--- config.mk ---
export PLATFORM = sky130hd
export DESIGN_NAME = serial_adder_3b
export DESIGN_NICKNAME = d
export VERILOG_FILES = /design/src/rtl/adder_pkg.sv /design/src/rtl/add3_slice.sv /design/src/rtl/serial_adder_3b.sv
export SDC_FILE = /design/constraint.sdc
export NUM_CORES = 1
export LEC_CHECK = 0
export CAP_MARGIN = 20
export CORE_ASPECT_RATIO = 1.75
export CORE_UTILIZATION = 44
export CTS_CLUSTER_DIAMETER = 120
export DETAILED_ROUTE_END_ITERATION = 7
export GPL_TIMING_DRIVEN = 0
export PLACE_DENSITY_LB_ADDON = 0.15
export SYNTH_ARGS = -nofsm -noshare
export SYNTH_HDL_FRONTEND = slang
export SYNTH_SLANG_ARGS = --single-unit
--- constraint.sdc ---
create_clock -name clk -period 4.61 [get_ports clk]
set_input_delay 0.6915 -clock clk [delete_from_list [all_inputs] [get_ports clk]]
set_output_delay 0.6915 -clock clk [all_outputs]
set_load 0.01 [all_outputs]
--- src/rtl/adder_pkg.sv ---
// Shared types and constants for the serial 3-bit-per-cycle adder and its slice.
package adder_pkg;

  typedef enum logic [1:0] {
    IDLE,
    RUN,
    DONE
  } state_t;

  localparam int SLICE_W = 3;

  // Number of compute cycles needed to cover a WIDTH-bit operand.
  function automatic int slices_of(input int width);
    return width / SLICE_W;
  endfunction

endpackage

--- src/rtl/add3_slice.sv ---
// Combinational 3-bit ripple-carry adder; drop-in point for partitioned or approximate slices.
module add3_slice
  import adder_pkg::*;
(
  input  logic [SLICE_W-1:0] a,
  input  logic [SLICE_W-1:0] b,
  input  logic               cin,
  output logic [SLICE_W-1:0] s,
  output logic               cout
);

  logic [SLICE_W:0] c;

  assign c[0] = cin;

  for (genvar i = 0; i < SLICE_W; i++) begin : g_bit
    assign s[i]   = a[i] ^ b[i] ^ c[i];
    assign c[i+1] = (a[i] & b[i]) | (c[i] & (a[i] ^ b[i]));
  end

  assign cout = c[SLICE_W];

endmodule

--- src/rtl/serial_adder_3b.sv ---
// Wide adder computing A + B + cin three bits per clock with a carry register between cycles.
module serial_adder_3b
  import adder_pkg::*;
#(
  parameter int WIDTH = 24
) (
  input  logic             clk,
  input  logic             rst,
  input  logic             in_valid,
  output logic             in_ready,
  input  logic [WIDTH-1:0] in_a,
  input  logic [WIDTH-1:0] in_b,
  input  logic             in_cin,
  output logic             out_valid,
  input  logic             out_ready,
  output logic [WIDTH-1:0] out_sum,
  output logic             out_cout,
  output logic             busy
);

  localparam int SLICES = slices_of(WIDTH);
  localparam int CNT_W  = (SLICES > 1) ? $clog2(SLICES) : 1;
  localparam logic [CNT_W-1:0] LAST = CNT_W'(SLICES - 1);

  if (WIDTH < SLICE_W || (WIDTH % SLICE_W) != 0) begin : g_bad_width
    $error("serial_adder_3b: WIDTH must be a positive multiple of 3");
  end

  state_t             state;
  logic [CNT_W-1:0]   cnt;
  logic               carry;
  logic [WIDTH-1:0]   a_q;
  logic [WIDTH-1:0]   b_q;
  logic [WIDTH-1:0]   sum_q;
  logic [SLICE_W-1:0] slice_s;
  logic               slice_cout;

  add3_slice u_slice (
    .a    (a_q[SLICE_W-1:0]),
    .b    (b_q[SLICE_W-1:0]),
    .cin  (carry),
    .s    (slice_s),
    .cout (slice_cout)
  );

  // NOTE: the operand shift registers carry no reset; they are always loaded
  // on acceptance before being read, so resetting them only costs routing.
  always_ff @(posedge clk) begin
    if (rst) begin
      state     <= IDLE;
      cnt       <= '0;
      carry     <= 1'b0;
      sum_q     <= '0;
      out_cout  <= 1'b0;
      out_valid <= 1'b0;
      busy      <= 1'b0;
      in_ready  <= 1'b0;
    end else begin
      case (state)
        IDLE: begin
          in_ready <= 1'b1;
          if (in_valid && in_ready) begin
            a_q      <= in_a;
            b_q      <= in_b;
            carry    <= in_cin;
            cnt      <= '0;
            state    <= RUN;
            busy     <= 1'b1;
            in_ready <= 1'b0;
          end
        end
        RUN: begin
          // New slice result enters at the top; after SLICES shifts slice 0 sits at bit 0.
          sum_q <= WIDTH'({slice_s, sum_q} >> SLICE_W);
          a_q   <= a_q >> SLICE_W;
          b_q   <= b_q >> SLICE_W;
          carry <= slice_cout;
          cnt   <= cnt + 1'b1;
          if (cnt == LAST) begin
            state     <= DONE;
            busy      <= 1'b0;
            out_valid <= 1'b1;
            out_cout  <= slice_cout;
          end
        end
        DONE: begin
          if (out_ready) begin
            state     <= IDLE;
            out_valid <= 1'b0;
            in_ready  <= 1'b1;
          end
        end
        default: begin
          state <= IDLE;
        end
      endcase
    end
  end

  assign out_sum = sum_q;

endmodule

== Word level (Yosys, flattened, before mapping) ==
Index checks and enable logic that the tools add are counted.
Widths: inputs -> output; s select.
Word-level totals
  bits in latches: 0
  output and inout bits: 28
  input bits: 53
  logic and storage cells: 66
  RAM bits: 0
  bits in read-only memories: 0
  memories kept: 0
  bits in registers: 82
Cells by class
  shift operators: 0
  divide/modulo/power cells: 0
  $mul: 0
  add/subtract/negate cells: 1
  reduce and logical (&&, ||, !) cells: 12
  bitwise logic cells: 16
  muxes and demuxes: 21
  equality and inequality tests: 6
  order comparisons: 0
Operator list (number)
  $pmux 24 s2: 2
  $mux 24: 2
  $reduce_and 3->1: 4
  $pmux 1 s2: 4
  $mux 1: 7
  $and 1x1->1: 6
  $mux 2: 3
  $ne 2x2->1 const B: 3
  $pmux 2 s3: 1
  $pmux 3 s2: 1
  $reduce_and 2->1: 3
  $reduce_bool 2->1: 3
  $xor 1x1->1: 6
  $add 3x1->3 const B: 1
  $eq 3x3->1 const B: 1
  $mux 3: 1
  $or 1x1->1: 3
  $eq 2x1->1 const B: 1
  $eq 2x2->1 const B: 1
  $logic_not 2->1: 1
  $logic_and 1x1->1: 1
  $not 1->1: 1

== Depth between registers and ports, before layout ==
  word-level depth: 8
  mapped depth: 8
  mapped depth without buffers: 8

== By module ==
Synthesis repeated with hierarchy kept, for this count alone.
Unflattened totals
  cell total of the unflattened synthesis: 360
  area, all modules: 3398.3 µm²
Modules (own cells, without submodules)
  serial_adder_3b: seq. area each 2122.0 µm², area an instance 3300.7 µm², cells an instance 347, times used 1
  add3_slice: seq. area each 0.0 µm², area an instance 97.6 µm², cells an instance 13, times used 1

== Worst setup path before layout ==
OpenSTA, ideal clock, no wires.
  path type: in2reg
  start point: in rst
  end point: reg a_q[0] (enable)
  setup slack: -0.173 ns
  data required time: 4.095 ns
  cell stages on the path: 2
  library setup time: 0.515 ns
  data arrival time: 4.268 ns
  path buffers: 1
  cells stage by stage: clkbuf_1 -> nor3_1
Between the ends
  word-level cells in the longest chain between the ends: 2
Ends and longest elaborated chain
  start: declaration: RTL line serial_adder_3b.sv:8  | input logic rst,
  $not 1->1 (no source line)
  $reduce_and 3->1 (no source line)
  end signal: assignment: RTL line serial_adder_3b.sv:63  | a_q <= in_a;
  end signal: assignment: RTL line serial_adder_3b.sv:75  | a_q <= a_q >> SLICE_W;
  end: declaration: RTL line serial_adder_3b.sv:32  | logic [WIDTH-1:0] a_q;
Every way passes these cells.
A chain may end at the register's enable or synchronous reset.

== Final worst setup path ==
  start point: in in_valid
  end point: reg a_q[4] (enable)
Between the ends
  word-level cells in the longest chain between the ends: 3
Ends and longest elaborated chain
  start: declaration: RTL line serial_adder_3b.sv:9  | input logic in_valid,
  $logic_and 1x1->1: RTL line serial_adder_3b.sv:62  | if (in_valid && in_ready) begin
  $ne 2x2->1 (no source line)
  $reduce_and 3->1 (no source line)
Every way passes these cells.

==> insert_results.sql <==
INSERT INTO impl_metrics (metric_group, metric, value, unit) VALUES
('route', 'wirelength', '6950', 'microns'),
('cts', 'ctsHoldBuffers', '0', ''),
('layout', 'multi_input_comb_area', '1130', 'sq um'),
('layout', 'layout.cells.most_common', 'sky130_fd_sc_hd__nand2_1', ''),
('cts', 'clk_root_buffer_cell', 'sky130_fd_sc_hd__clkbuf_16', ''),
('synth', 'async_flop_share', '0', '%'),
('cts', 'tritoncts', 'done', ''),
('synth', 'synth-warning-count', '0', ''),
('synth', 'yosys_register_bits', '82', ''),
('route', 'dr.pass1.iters', '6', ''),
('layout', 'diodes', '0', ''),
('grt', 'largest_net_degree_at_the_start_of_global_routing', '19', ''),
('critical_path', 'reg2reg_setup_slack', '2.61', 'ns'),
('placed_design', 'gp_routability_congestion', '0.816', ''),
('die', 'dieHeight', '118', 'microns'),
('timing', 'final.period_utilization', '52.4', '%'),
('outcome', 'run_status', 'complete, no violations', ''),
('grt', 'use_met3', '3.57', '%'),
('grt', 'gr-usage-all-layers', '19.7', '%'),
('timing', 'hold_viol_final', '0', ''),
('placed_design', 'detailedPlacementHpwl', '5050', 'microns'),
('grt', 'grtUsageMet1', '23.1', '%'),
('timing', 'unrepaired_setup_endpoints_after_global_routing', 'false', ''),
('grt', 'globalRoute.busiestLayer', 'met2', ''),
('power_and_ir_drop', 'static-leakage-power', '1.85', 'nW'),
('critical_path', 'timing.reg2reg.worst_path_depth', '4', ''),
('cts', 'numClockSinks', '82', ''),
('synth', 'synthFlopType', 'sky130_fd_sc_hd__edfxtp_1', ''),
('route', 'total_via_count_in_the_routed_design', '2605', ''),
('cts', 'htree_levels', '3', ''),
('critical_path', 'critPathMaxFanout', '18', ''),
('cts', 'clkSlewWorstSetupHoldPaths', '0.06', 'ns'),
('cts', 'clk_path_buf_depth', '2', ''),
('grt', 'global_route.overflow_total', '0', ''),
('cts', 'ctsResizeCount', '0', ''),
('route', 'detail_route.wl_per_cell', '12.8', 'microns'),
('route', 'drtIter0Drc', '112', ''),
('timing', 'setup_tns', '0', 'ns'),
('power_and_ir_drop', 'peakVddDrop', '0.258', 'mV'),
('critical_path', 'worstReg2RegStart', 'state[1]', ''),
('placed_design', 'dp.cells', '525', ''),
('synth', 'mappedNetlistNets', '414', ''),
('layout', 'seqCellArea', '2120', 'sq um'),
('run', 'cap_viol_max_count', '0', ''),
('critical_path', 'critPathLaunch', 'in_valid', ''),
('cts', 'post-cts-setup-buffer-count', '0', ''),
('synth', 'synth_area', '3390', 'sq um'),
('die', 'die_x', '68.4', 'microns'),
('placed_design', 'count_of_buffers_from_port_buffering', '79', ''),
('synth', 'netlist-cell-type-count', '29', ''),
('synth', 'postSynthAreaPerCell', '9.53', 'sq um'),
('synth', 'synth_top_cell_by_area', 'sky130_fd_sc_hd__edfxtp_1', ''),
('critical_path', 'worst_setup_path_endpoint', 'a_q[4]', ''),
('timing', 'slew_violations', '0', ''),
('die', 'top_level_i_o_count', '81', ''),
('die', 'initial_utilization', '45.2', '%'),
('cts', 'cts_made_buffers', '9', ''),
('grt', 'routing_usage_on_met2', '33.7', '%'),
('critical_path', 'cp_data_arrival_time', '2.45', 'ns'),
('synth', 'synth.area.top_cells', 'sky130_fd_sc_hd__edfxtp_1 (42%), sky130_fd_sc_hd__dfxtp_1 (20%), sky130_fd_sc_hd__nand2_1 (19%)', ''),
('synth', 'synth.yosys.seq_area_share', '62.5', '%'),
('grt', 'via_count_of_the_first_global_routing_pass', '2491', ''),
('synth', 'synth_edf_count', '48', ''),
('critical_path', 'required', '4.65', 'ns'),
('power_and_ir_drop', 'power.density', '379', 'nW/um^2'),
('layout', 'post_layout_nonfiller_instances', '541', ''),
('layout', 'nFillCells', '662', ''),
('grt', 'grt_pass1_wl', '11600', 'microns'),
('cts', 'clk_latency', '0.33', 'ns'),
('placed_design', 'dp_worst_setup_slack', '1.83', 'ns'),
('layout', 'drive_above_1_share', '8.17', '%');
[report_power, final]
group | internal, mW | switching (mW) | total, mW
combinational | 0.0912 | 0.0977 | 0.189
sequential | 0.818 | 0.0121 | 0.830
clock | 0.479 | 0.270 | 0.750
total | 1.39 | 0.380 | 1.77
[critical path, cell delays in order]
cell                              delay, ns
sky130_fd_sc_hd__clkdlybuf4s50_1       0.51
sky130_fd_sc_hd__a21oi_1               0.18
sky130_fd_sc_hd__nor3_4                0.62
sky130_fd_sc_hd__buf_8                 0.27
sky130_fd_sc_hd__buf_16                0.17
[Yosys cell counts, drive strengths merged, types with 2 or more instances]
cell type / count
inv: 10
edfxtp: 48
nor2: 6
fa: 3
ha: 2
clkbuf: 6
buf: 16
a211oi: 3
dfxtp: 34
a21oi: 28
nand2b: 2
nor3: 2
and2: 6
nand2: 175
o21ai: 3
[per-layer routing]
| metal | wire (microns) | vias up |
|---|---|---|
| li1 | - | 1347 |
| met1 | 2730 | 1194 |
| met2 | 3900 | 60 |
| met3 | 249 | 4 |
| met4 | 74 | 0 |
| met5 | 0 | - |
[sequential cells by signal, summed over array words and instances, names as in the netlist]
| register | flops |
|---|---|
| out_valid | 1 |
| carry | 1 |
| out_cout | 1 |
| a_q | 24 |
| cnt | 3 |
| busy | 1 |
| out_sum | 24 |
| state | 2 |
| b_q | 24 |
| in_ready | 1 |
[per-stage QoR]
stage | hold WS, ns | cell area, sq um | util [%] | power, mW
floorplan | 0.444 | 3400 | - | 0.944
global placement | 0.442 | 4300 | 57.2 | 1.03
detailed placement | 0.446 | 4350 | 57.9 | 1.04
CTS | 0.454 | 4670 | 62.2 | 1.79
global route | 0.481 | 4670 | 62.2 | 1.84
finish | 0.455 | 4670 | 62.2 | 1.77
[worst min-delay path by stage]
stage | from | to | slack [ns] | cells past startpoint
floorplan | cnt[0] | cnt[0] | 0.44 | 1
global placement | out_sum[2] | out_sum[2] | 0.44 | 2
detailed placement | out_sum[0] | out_sum[0] | 0.45 | 2
CTS | out_sum[0] | out_sum[0] | 0.45 | 2
global route | out_sum[14] | out_sum[11] | 0.48 | 2
finish | out_sum[0] | out_sum[0] | 0.45 | 2
[kinds of logic (layout without fill, tap and decap cells)]
group                    count (synthesis)  count (layout)  share of synthesized area, %
buffers and inverters                   32             129                          4.39
AO/OA/AOI/OAI                           43              43                          7.96
AND/OR/NAND/NOR                        193             193                          22.3
flip-flops                              82              82                          62.5
multiplexers                             1               1                         0.332
adder cells (fa/ha/maj)                  5               5                          2.51
[cell type report]
class                           count  share of cell area (%)
Tap cell                           88                    2.36
Clock buffer                       12                    5.95
Clock inverter                      4                   0.964
Timing Repair Buffer               81                    17.8
Multi-Input combinational cell    242                    24.3
Inverter                           10                   0.804
Buffer                             22                    2.38
Sequential cell                    82                    45.4
Note: power is estimated with default switching activity, not from simulation.
